--- config.mk ---
export PLATFORM = sky130hd
export DESIGN_NAME = hdscaler
export DESIGN_NICKNAME = d
export VERILOG_FILES = /design/src/rtl/hdscaler.sv
export SDC_FILE = /design/constraint.sdc
export NUM_CORES = 1
export LEC_CHECK = 0
export ABC_CLOCK_PERIOD_IN_PS = 4900
export CORE_MARGIN = 2
export CORE_UTILIZATION = 51
export CTS_BUF_LIST = sky130_fd_sc_hd__clkbuf_16
export CTS_CLUSTER_SIZE = 10
export DETAILED_ROUTE_END_ITERATION = 12
export PLACE_DENSITY = 0.68
export SYNTH_ARGS = -nofsm -noshare
export SYNTH_HDL_FRONTEND = slang
export SYNTH_SLANG_ARGS = --single-unit
--- constraint.sdc ---
create_clock -name clk_scl -period 4.9 [get_ports clk_scl]
set_clock_uncertainty 0.1 [all_clocks]
set_input_delay 0.49 -clock clk_scl [delete_from_list [all_inputs] [get_ports clk_scl]]
set_output_delay 0.49 -clock clk_scl [all_outputs]
set_load 0.02 [all_outputs]
--- src/rtl/hdscaler.sv ---
// Horizontal RGB downscaler: bypass, 2:1 and 4:3 ratios.
// Two-stage pipeline: stage 1 registers the pixel and phase, stage 2 does the arithmetic.
module hdscaler (
    input  logic       clk_scl,
    input  logic       rst_n_scl,
    input  logic       scl_i_de,
    input  logic [7:0] scl_i_data_r,
    input  logic [7:0] scl_i_data_g,
    input  logic [7:0] scl_i_data_b,
    input  logic [1:0] scl_cfg_mode,
    output logic       scl_o_de,
    output logic [7:0] scl_o_data_r,
    output logic [7:0] scl_o_data_g,
    output logic [7:0] scl_o_data_b
);

    typedef enum logic {IDLE, ACTIVE} state_t;
    typedef enum logic [1:0] {
        MODE_BYP  = 2'd0,
        MODE_2TO1 = 2'd1,
        MODE_4TO3 = 2'd2,
        MODE_BYP3 = 2'd3
    } mode_t;

    state_t      state;
    mode_t       mode_q;
    logic [1:0]  phase_q;
    logic [23:0] prev_q;

    logic        s1_de;
    mode_t       s1_mode;
    logic [1:0]  s1_phase;
    logic [23:0] s1_cur;
    logic [23:0] s1_prev;

    logic        line_start;
    mode_t       cur_mode;
    logic [1:0]  cur_phase;
    logic [1:0]  next_phase;
    logic        emit;

    // The first de-high cycle of a line uses the live mode and phase 0,
    // without waiting for the registered copies to update.
    always_comb begin
        line_start = scl_i_de && (state == IDLE);
        cur_mode   = line_start ? mode_t'(scl_cfg_mode) : mode_q;
        cur_phase  = line_start ? 2'd0 : phase_q;
        next_phase = 2'd0;
        case (cur_mode)
            MODE_2TO1: next_phase = (cur_phase == 2'd1) ? 2'd0 : 2'd1;
            MODE_4TO3: next_phase = cur_phase + 2'd1;
            default:   next_phase = 2'd0;
        endcase
    end

    always_comb begin
        emit = 1'b0;
        if (s1_de) begin
            case (s1_mode)
                MODE_2TO1: emit = (s1_phase == 2'd1);
                MODE_4TO3: emit = (s1_phase != 2'd0);
                default:   emit = 1'b1;
            endcase
        end
    end

    function automatic logic [7:0] calc(input mode_t mode, input logic [1:0] ph,
                                        input logic [7:0] p, input logic [7:0] c);
        logic [9:0] a10;
        logic [9:0] b10;
        logic [9:0] sum;
        logic [7:0] res;
        a10 = {2'b00, p};
        b10 = {2'b00, c};
        sum = '0;
        res = c;
        if (mode == MODE_2TO1 || (mode == MODE_4TO3 && ph == 2'd2)) begin
            sum = a10 + b10 + 10'd1;
            res = sum[8:1];
        end else if (mode == MODE_4TO3 && ph == 2'd1) begin
            sum = a10 + a10 + a10 + b10 + 10'd2;
            res = sum[9:2];
        end else if (mode == MODE_4TO3 && ph == 2'd3) begin
            sum = a10 + b10 + b10 + b10 + 10'd2;
            res = sum[9:2];
        end
        return res;
    endfunction

    always_ff @(posedge clk_scl or negedge rst_n_scl) begin
        if (!rst_n_scl) begin
            state    <= IDLE;
            mode_q   <= MODE_BYP;
            phase_q  <= '0;
            prev_q   <= '0;
            s1_de    <= 1'b0;
            s1_mode  <= MODE_BYP;
            s1_phase <= '0;
            s1_cur   <= '0;
            s1_prev  <= '0;
        end else begin
            state <= scl_i_de ? ACTIVE : IDLE;
            if (scl_i_de) begin
                mode_q  <= cur_mode;
                phase_q <= next_phase;
                prev_q  <= {scl_i_data_r, scl_i_data_g, scl_i_data_b};
            end
            s1_de    <= scl_i_de;
            s1_mode  <= cur_mode;
            s1_phase <= cur_phase;
            s1_cur   <= {scl_i_data_r, scl_i_data_g, scl_i_data_b};
            s1_prev  <= prev_q;
        end
    end

    always_ff @(posedge clk_scl or negedge rst_n_scl) begin
        if (!rst_n_scl) begin
            scl_o_de     <= 1'b0;
            scl_o_data_r <= '0;
            scl_o_data_g <= '0;
            scl_o_data_b <= '0;
        end else begin
            scl_o_de <= emit;
            if (emit) begin
                scl_o_data_r <= calc(s1_mode, s1_phase, s1_prev[23:16], s1_cur[23:16]);
                scl_o_data_g <= calc(s1_mode, s1_phase, s1_prev[15:8],  s1_cur[15:8]);
                scl_o_data_b <= calc(s1_mode, s1_phase, s1_prev[7:0],   s1_cur[7:0]);
            end
        end
    end

endmodule

==> impl_metrics.json, run 1 <==
{
  "cts_tree": "built",
  "muxShareOfSynthArea_pct": 4.171,
  "initial_core_util_pct": 51.69,
  "grt_pass1_wl_um": 29710,
  "synth_seq_cells": 106,
  "insertion_delay_ps": 360,
  "finalCriticalPeriod_ps": 3937,
  "area_growth_pct": 13.19,
  "syn_nets": 910,
  "synth_area_per_cell_sq_um": 10.32,
  "yosysTopAreaCell": "dfrtp_1",
  "timing.max_cap.violations": 0,
  "die-area_sq_um": 16300,
  "arrival_ps": 4080,
  "synthAdderAreaFrac_pct": 22.36,
  "drt_iter0_drc": 389,
  "multi_input_area_sq_um": 4895,
  "post_cts_buffers": 0,
  "cellLeakagePower_nw": 3.939,
  "fp.dieW_um": 127.7,
  "ys_seq_area_share_pct": 34.01,
  "powerDensity_nw_per_um2": 417.3,
  "grt_pass1_vias": 6274,
  "layout-drive-gt1-share_pct": 8.221,
  "drv_slew": 0,
  "rows": 45,
  "regArea_sq_um": 2653,
  "worst_slack_ps": 962.7,
  "core-area_sq_um": 15090,
  "gp_congestion": 0.9267,
  "htree_levels": 3,
  "power_mw": 3.684,
  "synth_area_leaders": "dfrtp_1 (34%), ha_1 (16%), fa_1 (6.2%)",
  "postSynthCellCount": 756,
  "async_reset_ff_share_pct": 100.0,
  "track_usage_pct": 23.05,
  "grt_antenna_before_repair": 0,
  "hold_viol_final": 0,
  "ios": 54,
  "worstSetupPathType": "flop to flop",
  "synth_area_sq_um": 7800,
  "vias_per_cell": 5.865,
  "postCtsHoldBufs": 0,
  "cp_max_fo": 4,
  "drtAntennaViolNets": 0,
  "ctsResizeCount": 0,
  "yosysTopAreaCellShare_pct": 34.01,
  "hold_path.class": "input port to asynchronous set/reset pin",
  "overflow": 0,
  "synthDistinctLibCells": 72,
  "port-buffer-count": 53,
  "die_h_um": 127.7,
  "synth_common_cells": "dfrtp_1 (106), ha_1 (101), inv_1 (51)",
  "firstDrtPassIters": 4,
  "grt_start_max_net_pins": 69,
  "tns_ps": 0,
  "wl_um": 17530,
  "max_freq_mhz": 254.0,
  "dp_slack_ps": 1008,
  "antennaDiodeCount": 0,
  "cts_num_sinks": 106,
  "drc_errors": 0,
  "cp.required_ps": 5040,
  "critPathCaptureType": "flop",
  "synthXorXnorAreaFrac_pct": 7.058,
  "cts.reportedPaths.clkPinSlew_ps": 80,
  "yosys.cell_count.top_type": "dfrtp_1",
  "wl_per_cell_um": 17.47,
  "cts.path.max_buffers": 2,
  "dp_hpwl_um": 13640,
  "vias": 5883,
  "peakVddDrop_v": 0.0002158,
  "setup_viol_count_final": 0,
  "cts_root_buf": "clkbuf_16",
  "fin_crit_sh_pct": 80.35,
  "synth_ff_type": "dfrtp_1",
  "synth-edff-count": 0,
  "start_kind": "flop",
  "nNetsFinal": 964,
  "synth_compound_area_share_pct": 18.82,
  "yosys_warnings": 0,
  "synth_simple_gate_area_share_pct": 10.30,
  "synth_top_family_by_area": "adder cells",
  "status": "complete, no violations",
  "numCtsBuffers": 9,
  "relSlewSlack_pct": 32.30,
  "worst_pin_slew_ps": 1012,
  "nFillCells": 1293,
  "rsz0062_at_grt": "false"
}
## metal layers
metal | GRT usage, % | share of wire (%) | vias up
li1 | - | - | 2857
met1 | 27.21 | 43 | 2879
met2 | 41.84 | 51 | 113
met3 | 3.840 | 3.6 | 34
met4 | 9.114 | 2.2 | 0
met5 | 0 | 0 | -
## cell type report
cell class	count	area share [%]
tap	188	2.664
multi-input combinational	582	55.44
sequential	106	30.05
clock buffer	9	2.551
inverter	52	2.211
clock inverter	7	0.5952
timing repair buffer	59	6.491
## registers in the layout (all words and copies together) (netlist names)
| signal | cells |
|---|---|
| s1_mode | 2 |
| s1_prev | 24 |
| s1_de | 1 |
| scl_o_data_b | 8 |
| phase_q | 2 |
| scl_o_data_r | 8 |
| s1_phase | 2 |
| prev_q | 24 |
| s1_cur | 24 |
| scl_o_data_g | 8 |
| mode_q | 2 |
| scl_o_de | 1 |
## power breakdown
group	internal, mW	switching, mW	leakage [nW]
sequential	1.02	0.121	1.25
clock	0.350	0.342	0.142
combinational	0.847	1.01	2.54
total	2.22	1.47	3.94
## per-stage QoR
step	std cells	hold slack (ps)	util [%]	cell area (sq um)
after floorplan	756	94.41	-	7800
after global placement	987	254.9	56.67	8551
after detailed placement	987	257.7	56.67	8551
after CTS	1003	163.2	58.51	8828
after global routing	1003	208.4	58.51	8828
final	1003	140.3	58.51	8828
## final timing paths
path | from | end | slack, ps | cells past startpoint
setup / recovery | s1_cur[16] | scl_o_data_r[7] | 960 | 17
hold / removal | rst_n_scl | prev_q[20] | 140 | 1
setup reg to reg | s1_cur[16] | scl_o_data_r[7] | 960 | 17
hold reg to reg | prev_q[7] | s1_prev[7] | 270 | 0
max in group asynchronous | rst_n_scl | s1_cur[8] | 3530 | 2
min in group clk_scl | prev_q[7] | s1_prev[7] | 270 | 0
## worst max-delay path, cell delays in order, from the launching register on
cell and delay, ps:
dfrtp_1 380, ha_1 230, inv_1 70, fa_1 400, nor2b_1 160, o31a_1 210
o211a_1 220, nor2_1 80, a21oi_1 200, ha_1 270, ha_1 350, and4_1 220
a211oi_1 200, o21ai_0 150, xor2_1 170, o221ai_1 160, a2bb2oi_1 160, o21ai_1 70
## cell usage in the layout (no fill, tap or decap), types with 7 or more instances in the layout
cell type / count
dfrtp_1: 106
ha_1: 101
clkdlybuf4s50_1: 52
inv_1: 51
nand2_1: 46
a21oi_1: 45
xnor2_1: 43
o21ai_0: 41
nor2_1: 28
mux2_2: 28
fa_1: 24
xor2_1: 18
o211ai_1: 16
a21o_1: 16
nand2b_1: 14
a211oi_1: 13
nor2b_1: 11
o21ai_1: 10
nor3_1: 10
nand3_1: 9
a31oi_1: 9
clkbuf_16: 9
o21a_1: 7
buf_4: 7
## cell families (layout without fill, tap and decap cells)
kind of cell    after synthesis  in the layout
buf+inv                      68            127
simple gates                154            154
fa+ha+maj                   125            125
mux                          29             29
compound gates              212            212
flops                       106            106
xor+xnor                     62             62
Note: power is estimated with default switching activity, not from simulation.
==> run 2, diff against run 1 <==
--- a/config.mk
+++ b/config.mk
@@ -5,13 +5,13 @@
 export SDC_FILE = /design/constraint.sdc
 export NUM_CORES = 1
 export LEC_CHECK = 0
-export ABC_CLOCK_PERIOD_IN_PS = 4900
+export ABC_CLOCK_PERIOD_IN_PS = 3400
 export CORE_MARGIN = 2
 export CORE_UTILIZATION = 51
 export CTS_BUF_LIST = sky130_fd_sc_hd__clkbuf_16
 export CTS_CLUSTER_SIZE = 10
 export DETAILED_ROUTE_END_ITERATION = 12
-export PLACE_DENSITY = 0.68
+export PLACE_DENSITY = 0.7
 export SYNTH_ARGS = -nofsm -noshare
 export SYNTH_HDL_FRONTEND = slang
 export SYNTH_SLANG_ARGS = --single-unit
==> constraint.sdc (replaced) <==
create_clock -name clk_scl -period 3.4 [get_ports clk_scl]
set_clock_uncertainty 0.1 [all_clocks]
set_input_delay 0.34 -clock clk_scl [delete_from_list [all_inputs] [get_ports clk_scl]]
set_output_delay 0.34 -clock clk_scl [all_outputs]
set_load 0.02 [all_outputs]
==> run 2 against run 1 <==
The run now ends with negative setup slack left. Final cell count increased by 11%. Sequential share of layout area decreased by 4.0 points. Critical path depth unchanged. Total power increased by 69%. First-iteration DRC count increased by 14%. Fmax increased by 12%. Hold slack improved by 130 ps. Register-to-register slack got worse by 1100 ps. Via count increased by 13%. Largest power group unchanged. Highest routed layer unchanged.
==> impl_metrics.json, run 2 (same netlist as run 1, synthesis figures left out) <==
{
  "vias_per_cell": 5.925,
  "dp_hpwl_um": 15140,
  "cts.reportedPaths.clkPinSlew_ps": 80,
  "rows": 45,
  "worst_pin_slew_ps": 1099,
  "setup_viol_count_final": 4,
  "worstPathCellList": "ha_2, inv_2, fa_2, nor2b_2, o31a_1, o211a_1, nor2_2, a21oi_2, ha_1, ha_4, and4_1, a211oi_2, o21ai_1, xor2_1, o221ai_1, a2bb2oi_1, o21ai_1",
  "cts_num_sinks": 106,
  "area_growth_pct": 30.67,
  "drt_iter0_drc": 442,
  "grt_start_max_net_pins": 69,
  "timing.max_cap.violations": 0,
  "overflow": 0,
  "layout_commonest_cell": "buf_4",
  "placed_cell_area_sq_um": 9410,
  "powerDensity_nw_per_um2": 611.2,
  "ios": 54,
  "antennaDiodeCount": 0,
  "initial_core_util_pct": 51.69,
  "status": "complete, but fails checks",
  "numCtsBuffers": 9,
  "peakVddDrop_v": 0.0004098,
  "slowest_stage": "dfrtp_1",
  "htree_levels": 3,
  "hold_viol_final": 0,
  "drv_slew": 0,
  "critPathCaptureType": "flop",
  "stdcell_area_sq_um": 10190,
  "layout_common_cells": "buf_4 (119), dfrtp_1 (106), ha_1 (79)",
  "grt_pass1_vias": 6606,
  "path_common_cell": "o21ai_1",
  "hold_path.class": "flop to flop",
  "cts_root_buf": "clkbuf_16",
  "violations": "negative setup slack",
  "grt_antenna_before_repair": 0,
  "hold_ws_ps": 273.2,
  "cts.path.max_buffers": 2,
  "max_freq_mhz": 284.3,
  "layout-drive-gt1-share_pct": 26.88,
  "cp.required_ps": 3550,
  "nNetsFinal": 1079,
  "die-area_sq_um": 16300,
  "start_kind": "flop",
  "core-area_sq_um": 15090,
  "finalCriticalPeriod_ps": 3518,
  "cts_tree": "built",
  "drc_errors": 0,
  "track_usage_pct": 25.16,
  "cellLeakagePower_nw": 4.565,
  "wl_um": 20660,
  "arrival_ps": 3670,
  "drtAntennaViolNets": 0,
  "insertion_delay_ps": 370,
  "port-buffer-count": 53,
  "grt_pass1_wl_um": 32350,
  "firstDrtPassIters": 5,
  "dp_cells": 1086,
  "wl_per_cell_um": 18.47,
  "power_mw": 6.230,
  "rsz0062_at_grt": "true",
  "cpPeakStageDelay_ps": 390,
  "vias": 6624,
  "worst_slack_ps": -117.8,
  "worstSetupPathType": "flop to flop",
  "die_h_um": 127.7,
  "relSlewSlack_pct": 26.46,
  "finalNonFillerCells": 1118,
  "reg_top3": "prev_q: 24 flops, s1_cur: 24 flops, s1_prev: 24 flops",
  "cp_max_fo": 3,
  "fp.dieW_um": 127.7,
  "gp_congestion": 0.8878,
  "fin_crit_sh_pct": 103.5
}
## run 2: cell types whose count changed in the layout (fill, tap and decap cells not counted), sizes merged
cell and change:
bufinv +1, clkinvlp +1, buf +114, dlygate4sd3 +1
clkinv -2
## run 2: layer usage
| metal | up-vias | track usage (%) | routed length, um |
|---|---|---|---|
| met1 | 3244 | 33.02 | 8854 |
| met4 | 0 | 9.179 | 545 |
| met5 | - | 0 | 0 |
| met2 | 241 | 41.81 | 10230 |
| met3 | 57 | 4.674 | 1027 |
| li1 | 3082 | - | - |
## run 2: repair_timing
item	CTS	global route
gates cloned	0	0
hold buffers	1	0
buffers inserted	3	12
endpoints found under the hold margin	38	0
pin swaps	18	36
endpoints found under the setup margin	11	15
gates resized for setup	17	57
## run 2: final timing paths
path,to,startpoint,cells past startpoint,slack [ps]
max in group asynchronous,s1_phase[0],rst_n_scl,3,2090
min in group asynchronous,prev_q[18],rst_n_scl,2,390
min,s1_prev[10],prev_q[10],0,270
max reg2reg,scl_o_data_r[7],s1_prev[16],17,-120
min reg2reg,s1_prev[10],prev_q[10],0,270
max,scl_o_data_r[7],s1_prev[16],17,-120
## run 2: through the flow
step	setup TNS, ps	setup slack, ps	utilization [%]
after CTS	-93.08	-74.69	64.94
final	-302.4	-117.8	67.55
after global routing	-1151	-266.5	67.55
after floorplan	-10.34	-10.34	-
after global placement	-125.7	-63.72	62.36
after detailed placement	-712.6	-198.7	62.36
## run 2: report_power, final
part | switching, mW | internal [mW] | total [mW]
combinational | 1.75 | 1.72 | 3.48
clock | 0.533 | 0.585 | 1.12
sequential | 0.168 | 1.47 | 1.64
total | 2.45 | 3.78 | 6.23
## run 2: critical path: cells and delay by family (launching register included)
family,cells,cell delay (ps)
AO/OA/AOI/OAI,8,1330
adder cells (fa/ha/maj),4,970
XOR/XNOR,1,150
flip-flops,1,390
AND/OR/NAND/NOR,3,390
buffers and inverters,1,50
## run 2: layout make-up
class                      instances  area [sq um]
fill                            1159          4897
timing repair buffer             174          1455
clock buffer                       9         225.2
multi-input combinational        582          5345
sequential                       106          2653
tap                              188         235.2
clock inverter                     7         83.83
inverter                          52         195.2
==> run 3, diff against run 2 <==
--- a/config.mk
+++ b/config.mk
@@ -7,11 +7,11 @@
 export LEC_CHECK = 0
 export ABC_CLOCK_PERIOD_IN_PS = 3400
 export CORE_MARGIN = 2
-export CORE_UTILIZATION = 51
+export CORE_UTILIZATION = 35
 export CTS_BUF_LIST = sky130_fd_sc_hd__clkbuf_16
 export CTS_CLUSTER_SIZE = 10
 export DETAILED_ROUTE_END_ITERATION = 12
-export PLACE_DENSITY = 0.7
+export PLACE_DENSITY = 0.51
 export SYNTH_ARGS = -nofsm -noshare
 export SYNTH_HDL_FRONTEND = slang
 export SYNTH_SLANG_ARGS = --single-unit
==> run 3 against run 2 <==
The run still ends with negative setup slack left. Non-clock buffer count increased by 1. Final cell count increased by 8.1%. Hold slack got worse by 230 ps. Die area increased by 44%. First-iteration DRC count decreased by 14%. Register-to-register slack about the same. Via count decreased by 3.8%. Fmax increased by 0.11%. Critical path depth unchanged. Core utilization decreased by 20 points. Clock power decreased by 12%. Critical path type unchanged.
==> impl_metrics.json, run 3 (same netlist as run 1, synthesis figures left out) <==
{
  "arrival_ps": 3650,
  "timing.max_cap.violations": 0,
  "dp_hpwl_um": 16020,
  "cts.path.max_buffers": 2,
  "rsz0062_at_grt": "true",
  "track_usage_pct": 18.21,
  "grt_pass1_vias": 6675,
  "firstDrtPassIters": 4,
  "cellLeakagePower_nw": 4.573,
  "stdcell_area_sq_um": 10350,
  "reg_top3": "prev_q: 24 flops, s1_cur: 24 flops, s1_prev: 24 flops",
  "fin_crit_sh_pct": 103.4,
  "vias_per_cell": 5.268,
  "grt_pass1_wl_um": 34380,
  "port-buffer-count": 53,
  "cts_root_buf": "clkbuf_16",
  "wl_per_cell_um": 17.46,
  "peakVddDrop_v": 0.0002034,
  "nFillCells": 2035,
  "violations": "negative setup slack",
  "nNetsFinal": 1080,
  "drc_errors": 0,
  "seq_power_share_pct": 26.9,
  "overflow": 0,
  "core-area_sq_um": 21820,
  "vias": 6369,
  "die_h_um": 153.3,
  "power_frac_comb_pct": 56.9,
  "p_clk_share_pct": 16.2,
  "postCtsHoldBufs": 0,
  "cts.reportedPaths.clkPinSlew_ps": 70,
  "hold_path.class": "input port to asynchronous set/reset pin",
  "layout-drive-gt1-share_pct": 28.42,
  "gp_congestion": 0.8647,
  "insertion_delay_ps": 360,
  "cts_tree": "built",
  "finalCriticalPeriod_ps": 3514,
  "drt_iter0_drc": 379,
  "die-area_sq_um": 23500,
  "worstSetupPathType": "flop to flop",
  "cts_num_sinks": 106,
  "wl_um": 21110,
  "r2r-start": "s1_cur[16]",
  "drtAntennaViolNets": 0,
  "rows": 54,
  "cp_max_fo": 3,
  "power_switching_share_pct": 39.29,
  "placed_cell_area_sq_um": 9513,
  "worst_slack_ps": -113.9,
  "layout_common_cells": "buf_4 (120), dfrtp_1 (106), ha_1 (76)",
  "start_kind": "flop",
  "status": "complete, but fails checks",
  "numCtsBuffers": 9,
  "worst_pin_slew_ps": 983.5,
  "ios": 54,
  "cp.required_ps": 3540,
  "ff2ff_path_depth": 17,
  "relSlewSlack_pct": 34.44,
  "grt_start_max_net_pins": 74,
  "grt_antenna_before_repair": 0,
  "rrSetupSlack_ps": -110,
  "worst_r2r_endpoint": "scl_o_data_r[7]",
  "powerDensity_nw_per_um2": 588.0,
  "critPathCaptureType": "flop",
  "fp.dieW_um": 153.3,
  "initial_core_util_pct": 35.74,
  "hold_viol_final": 0,
  "fin_util_pct": 47.41,
  "max_freq_mhz": 284.6,
  "dp_slack_ps": -201.8,
  "htree_levels": 3,
  "area_growth_pct": 32.64,
  "setup_viol_count_final": 3,
  "intPower_mw": 3.694,
  "hold_ws_ps": 45.34,
  "layout_commonest_cell": "buf_4",
  "drv_slew": 0,
  "power_switching_mw": 2.390,
  "antennaDiodeCount": 0
}
==> run 3: cell count changes in the layout (fill, tap and decap cells not counted), moves of 3 or more <==
cell / previous run / this run
ha_1: 79 / 76
clkinv_2: 0 / 3
o21ai_2: 4 / 8
a211oi_2: 4 / 7
o21ai_1: 17 / 14
==> run 3: power groups by stage <==
stage	Clock, mW	Sequential [mW]	Combinational (mW)
4_1_cts	1.02	1.64	3.21
6_report	0.983	1.64	3.46
3_3_place_gp	0	1.66	3.03
2_1_floorplan	0	1.77	1.79
3_5_place_dp	0	1.66	3.09
5_1_grt	1.06	1.67	3.81
==> run 3: final cells by class <==
class | instances | area, sq um | share of cell area, %
Inverter | 52 | 197.7 | 1.911
Tap cell | 280 | 350.3 | 3.386
Sequential cell | 106 | 2653 | 25.64
Clock buffer | 9 | 225.2 | 2.177
Clock inverter | 5 | 32.53 | 0.3144
Multi-Input combinational cell | 582 | 5433 | 52.51
Timing Repair Buffer | 175 | 1455 | 14.06
==> run 3: critical path, stage by stage (launching register included) <==
cell       delay [ps]
dfrtp_1           360
ha_2              190
inv_2              40
fa_2              360
nor2b_2           140
o31a_1            200
o211a_1           220
nor2_2             70
a21oi_2           220
ha_4              240
ha_4              210
and4_1            200
a211oi_2          170
o21ai_1           110
xor2_1            150
o221ai_1          170
a2bb2oi_1         160
o21ai_1            70
==> run 3: what timing repair did <==
item,in CTS,in global routing
gates resized for setup,33,64
setup buffers,5,12
endpoints found under the hold margin,0,0
endpoints found under the setup margin,13,14
pin swaps,24,57
==> run 3: stage by stage <==
stage               cells  total power [mW]  TNS, ps
floorplan             756             3.558   -10.34
global placement     1178             4.691   -431.2
detailed placement   1178             4.750    -1138
CTS                  1197             5.861   -255.3
global route         1209             6.534    -1244
finish               1209             6.084   -228.5
==> run 3: per-layer routing <==
metal  track usage (%)  vias to the layer above  part of all wire (%)
li1                  -                     3086                     -
met1             25.68                     3159                    48
met2             29.06                      104                    47
met3             2.608                       20                   3.8
met4             5.423                        0                   1.5
met5                 0                        -                     0
==> run 3: worst max path at each step <==
stage / start / endpoint / slack, ps / depth (start not counted)
2_1_floorplan: s1_prev[0] / scl_o_data_b[7] / -10 / 17
3_3_place_gp: s1_prev[0] / scl_o_data_b[6] / -140 / 17
3_5_place_dp: s1_prev[16] / scl_o_data_r[7] / -200 / 17
4_1_cts: s1_cur[0] / scl_o_data_b[7] / -170 / 17
5_1_grt: s1_prev[16] / scl_o_data_r[7] / -300 / 17
6_report: s1_cur[16] / scl_o_data_r[7] / -110 / 17
